File: src/rtl/pipeline_hazard_ctrl.sv
// pipeline_hazard_ctrl: forwarding, stall/flush control, hazard FSM, perf counters and a memory-wait watchdog for a 5-stage pipeline
module pipeline_hazard_ctrl (
  input  logic        clk,
  input  logic        reset,
  input  logic [4:0]  Rs1D,
  input  logic [4:0]  Rs2D,
  input  logic [4:0]  Rs1E,
  input  logic [4:0]  Rs2E,
  input  logic [4:0]  RdE,
  input  logic [4:0]  RdM,
  input  logic [4:0]  RdW,
  input  logic        RegWriteM,
  input  logic        RegWriteW,
  input  logic [1:0]  ResultSrcE,
  input  logic        PCSrcE,
  input  logic        mem_busy,
  input  logic        cnt_clr,
  output logic [1:0]  ForwardAE,
  output logic [1:0]  ForwardBE,
  output logic        StallF,
  output logic        StallD,
  output logic        StallE,
  output logic        StallM,
  output logic        StallW,
  output logic        FlushD,
  output logic        FlushE,
  output logic [1:0]  state,
  output logic [15:0] stall_cnt,
  output logic [15:0] flush_cnt,
  output logic        timeout
);
  typedef enum logic [1:0] {RUN = 2'b00, LDSTALL = 2'b01, REDIRECT = 2'b10, MEMWAIT = 2'b11} state_t;
  state_t      state_q, state_d;
  logic [15:0] stall_cnt_q, stall_cnt_d, flush_cnt_q, flush_cnt_d;
  logic [7:0]  wait_q, wait_d;
  logic        timeout_q, timeout_d;
  logic        lw_stall, stall_front, stall_back;
  assign lw_stall = ResultSrcE == 2'b01 && RdE != 5'd0 && (RdE == Rs1D || RdE == Rs2D);
  always_comb begin
    ForwardAE = reset ? 2'b00
              : (RegWriteM && RdM != 5'd0 && RdM == Rs1E) ? 2'b10
              : (RegWriteW && RdW != 5'd0 && RdW == Rs1E) ? 2'b01 : 2'b00;
    ForwardBE = reset ? 2'b00
              : (RegWriteM && RdM != 5'd0 && RdM == Rs2E) ? 2'b10
              : (RegWriteW && RdW != 5'd0 && RdW == Rs2E) ? 2'b01 : 2'b00;
  end
  // A busy memory freezes every stage, so branch/load decisions wait until Execute moves again.
  always_comb begin
    stall_back  = !reset && mem_busy;
    stall_front = !reset && (mem_busy || (!PCSrcE && lw_stall));
    StallF      = stall_front;
    StallD      = stall_front;
    StallE      = stall_back;
    StallM      = stall_back;
    StallW      = stall_back;
    FlushD      = reset || (!mem_busy && PCSrcE);
    FlushE      = reset || (!mem_busy && (PCSrcE || lw_stall));
  end
  always_comb begin
    state_d     = mem_busy ? MEMWAIT : PCSrcE ? REDIRECT : lw_stall ? LDSTALL : RUN;
    stall_cnt_d = cnt_clr ? 16'd0 : (StallF && stall_cnt_q != 16'hFFFF) ? stall_cnt_q + 16'd1 : stall_cnt_q;
    flush_cnt_d = cnt_clr ? 16'd0 : (FlushE && flush_cnt_q != 16'hFFFF) ? flush_cnt_q + 16'd1 : flush_cnt_q;
    wait_d      = !mem_busy ? 8'd0 : (wait_q == 8'hFF) ? wait_q : wait_q + 8'd1;
    timeout_d   = cnt_clr ? 1'b0 : timeout_q || wait_d == 8'hFF;
  end
  always_ff @(posedge clk or posedge reset) begin
    if (reset) begin
      state_q     <= RUN;
      stall_cnt_q <= 16'd0;
      flush_cnt_q <= 16'd0;
      wait_q      <= 8'd0;
      timeout_q   <= 1'b0;
    end else begin
      state_q     <= state_d;
      stall_cnt_q <= stall_cnt_d;
      flush_cnt_q <= flush_cnt_d;
      wait_q      <= wait_d;
      timeout_q   <= timeout_d;
    end
  end
  assign state     = state_q;
  assign stall_cnt = stall_cnt_q;
  assign flush_cnt = flush_cnt_q;
  assign timeout   = timeout_q;
endmodule

File: config.mk
export PLATFORM = sky130hd
export DESIGN_NAME = pipeline_hazard_ctrl
export DESIGN_NICKNAME = d
export VERILOG_FILES = /design/src/rtl/pipeline_hazard_ctrl.sv
export SDC_FILE = /design/constraint.sdc
export NUM_CORES = 1
export LEC_CHECK = 0
export BUFFER_PORTS_ARGS = -buffer_cell sky130_fd_sc_hd__buf_2
export CAP_MARGIN = 5
export CORE_MARGIN = 3
export CORE_UTILIZATION = 52
export DETAILED_ROUTE_END_ITERATION = 8
export PLACE_DENSITY = 0.81
export SYNTH_ARGS = -nofsm -noshare
export SYNTH_HDL_FRONTEND = slang
export SYNTH_SLANG_ARGS = --single-unit
File: constraint.sdc
create_clock -name clk -period 3.8 [get_ports clk]
set_input_delay 0.76 -clock clk [delete_from_list [all_inputs] [get_ports clk]]
set_output_delay 0.76 -clock clk [all_outputs]
set_load 0.01 [all_outputs]
==> results.md <==
* Height of the chip at 80.93 um
* FF-to-FF End: flush_cnt[5]
* Top cell by count, worst path: buf_2
* DRC viols at 0
* Hold Fails Final Rpt at 0
* Sum Neg Setup Slack at 0 ns
* Max VDD drop at 0.1926 mV
* Hold depth at 2
* Drt wl/cell at 14.70 um
* Crit Path Class: input pin to output port
* Met1 usage at 28.79%
* Post-synthesis cell type count at 45
* Detailed placement HPWL at 5229 um
* Nets@finish at 459
* GRT met2 Usage at 36.78%
* CP peak stage delay at 0.52 ns
* Ratio of cells with drive above 1 in the final layout at 29.30%
* Setup repair after global routing missed its margin: false
* Min Tclk post-route at 3.079 ns
* Worst-Margin Slew at 0.7913 ns
* # Post-CTS Setup Buffers at 0
* Global route overflow at 0
* Top Ports at 90
* Clock Skew at 0.01608 ns
* Post-synth EDFFs at 0
* Filler cells at 461
* CP top delay family: simple AND/OR/NAND/NOR gates
* Antenna Violating Nets Remaining at 0
* Slew margin rel. at 47.25%
* Max Cap Viol at 0
* Synthesis warning total at 0
* Flops & latches, synth at 43
* Largest family of logic cells by synthesized area: simple AND/OR/NAND/NOR gates
* Critical path endpoint category: output port
* Pre-CTS WS at 0.7326 ns
* Antenna Cells at 0
* Startpoint Class: input pin
* Share of the yosys chip area belonging to registers at 36.86%
* Post-synthesis mux area share at 4.158%
* Syn nets at 375
* # clock sinks at 43
* Total track usage at 22.05%
* Slowest-stage cell, CP: or4_1
* Core footprint at 0.005270 mm2
* Vias per cell at 5.979
* Non-filler cells, final at 483
* Xor/xnor share of the synthesized area at 9.301%
* CP arrival at 2.32 ns
* Final setup fails at 0
* Placed Cells at 475
* Hold Crit Start: timeout
* Synth area leader: dfrtp_1
* Hold Buf Count CTS at 0
* Drt first pass iters at 4
* Pwr Density at 280.0 mW/mm2
* First-pass GRT wire length at 11630 um
* PnR worst setup slack at 0.7215 ns
* FMAX at 324.8 MHz
* Placed inst area at 0.003385 mm2
* Register area at 0.001076 mm2
* Grt peak-use layer: met2
* CP required at 3.04 ns
* Post-Synthesis Cells at 328
* Clock buffer count from CTS at 5
* Worst hold margin at 0.5393 ns
* Outcome: completed
* Worst reg2reg path startpoint: flush_cnt[2]
* Slew Viols, Final at 0
* Clock Path Buffers at 2
* Clock root buffer: clkbuf_8
* Final Cell Area at 0.003497 mm2
* Routability congestion estimate at 0.7860
* Initial antenna violation count at 0
* Reg2reg path depth at 6
* Starting Density at 55.39%
* Met3 GRT Util at 5.100%
* Synth top area share at 36.86%
* Iter 0 DRT Violations at 193
* Vias in the first global route at 2617
* Leakage at 1.592 nW
* Mean Syn Cell Area at 8.900 um2
* Area taken by multi-input logic gates at 0.001727 mm2
* Synth Area in Simple Gates at 30.00%
* Die width at 80.93 um
* DR vias at 2888
* Synth-to-Final Area Change at 19.80%
* Total Wirelength at 7102 um
* Synth Area in Compound Gates at 14.40%
* Post-Synth Adder-Cell Area at 1.286%
* Min-Delay Endpoint: timeout
* Port Buffers at 89
* R2r setup slk at 1.65 ns
* Clock latency on the worst-skew pair at 0.30 ns
* Hold WC Path Type: register to register
* Die area at 0.006549 mm2
* Buf/Inv on CP at 2
* Post-synthesis cell area at 0.002919 mm2
* TritonCTS clock tree: yes
* Leading register cell type out of synthesis: dfrtp_1
* Clk slew on worst S/H paths at 0.09 ns
* CP cell instances: buf_2 > or4_1 > o21ai_0 > nor3_1 > nor4_1 > buf_2
* Pin count of the biggest net entering global routing at 46
* Clock H-tree levels at 2
* Critical-path maximum fanout at 4
* Final worst path period share at 81.01%
* CTS resizes at 0
* Rows at 26
* Async SR Flop Fraction at 100.0%
* Area contributors post-synth: dfrtp_1 (37%), xnor2_1 (6.0%), or4_1 (5.1%), nand3_1 (4.5%), a21oi_1 (3.9%)
[registers in the layout, indices dropped and copies added, names as in the netlist]
signal,cells
timeout,1
wait_q,8
state,2
flush_cnt,16
stall_cnt,16
[worst min-delay path, cell delays in order (launching register included)]
cell,delay [ns]
dfrtp_1,0.38
inv_1,0.05
o32ai_1,0.07
[logic make-up after synthesis]
kind of cell / after synthesis
and+or+nand+nor: 153
muxes: 11
AOI/OAI and AO/OA: 65
adders and majority gates: 3
DFF: 43
buffers and inverters: 22
xor gates and xnor gates: 31
[cell type report]
| type | instances | share of cell area, % |
|---|---|---|
| flip-flops and latches | 43 | 30.77 |
| well taps | 70 | 2.504 |
| multi-input cells | 263 | 49.37 |
| repair buffers | 92 | 13.38 |
| inverters | 7 | 0.7513 |
| clock buffers | 5 | 1.968 |
| clock inverters | 3 | 1.252 |
[worst max-delay path by stage]
stage               cells past startpoint  startpoint           end  slack [ns]
floorplan                               4       reset  ForwardAE[0]        0.25
global placement                        6      RdM[1]  ForwardAE[0]        0.79
detailed placement                      6      RdM[1]  ForwardBE[0]        0.73
CTS                                     6      RdM[1]  ForwardAE[0]        0.73
global route                            6      RdM[1]  ForwardAE[0]        0.60
finish                                  6      RdM[1]  ForwardAE[0]        0.72
[cell usage in the layout (no fill, tap or decap), types with 3 or more instances in the layout]
cell      Yosys  layout
a21oi_1      23      23
a31oi_1       3       3
and2_1        4       4
and3_1       12      12
buf_2         3      89
buf_4         4       3
clkbuf_8      0       5
dfrtp_1      43      43
ha_1          3       3
inv_1         4       3
inv_2         3       3
mux2_2        9       9
nand2_1      22      22
nand3_1      26      26
nand4_1       9       9
nor2_1       20      20
nor2b_1      11      11
nor3_1        5       5
nor4_1        8       8
o21ai_0      16      16
o31ai_1      11      11
or3_1         6       6
or4_1        20      20
xnor2_1      20      20
xor2_1       11      11
[synth_stat cells, drive strengths merged, types with 2 or more instances]
library cell,instances
nand4,9
xor2,11
nor3,7
a21oi,25
clkbuf,6
o41ai,2
nand2,23
a31oi,4
or3,6
o21ai,16
mux2i,2
or4,20
nand3,26
ha,3
dfrtp,43
and2,4
mux2,9
nor2b,11
nor2,20
o211ai,2
and3,12
xnor2,20
inv,7
o31ai,11
nor4,8
and4,2
buf,9
[where the power goes]
group / leakage (nW) / switching [W] / internal (W)
clock network: 0.0581 / 0.000163 / 0.000196
logic: 0.943 / 0.0000861 / 0.0000602
registers: 0.590 / 0.00000983 / 0.000464
total: 1.59 / 0.000259 / 0.000720
[per-stage QoR]
stage	utilization, %	power, W
floorplan	-	0.0005709
global placement	64.22	0.0006247
detailed placement	64.22	0.0006301
CTS	66.36	0.0009901
global route	66.36	0.001033
finish	66.36	0.0009792
[routing by layer]
layer	part of all wire [%]	vias to the layer above	wire length (um)
li1	-	1393	-
met1	43	1378	3041
met2	49	109	3465
met3	7.3	8	516
met4	1.1	0	78
met5	0	-	0
Power figures use the tool's default switching activity.
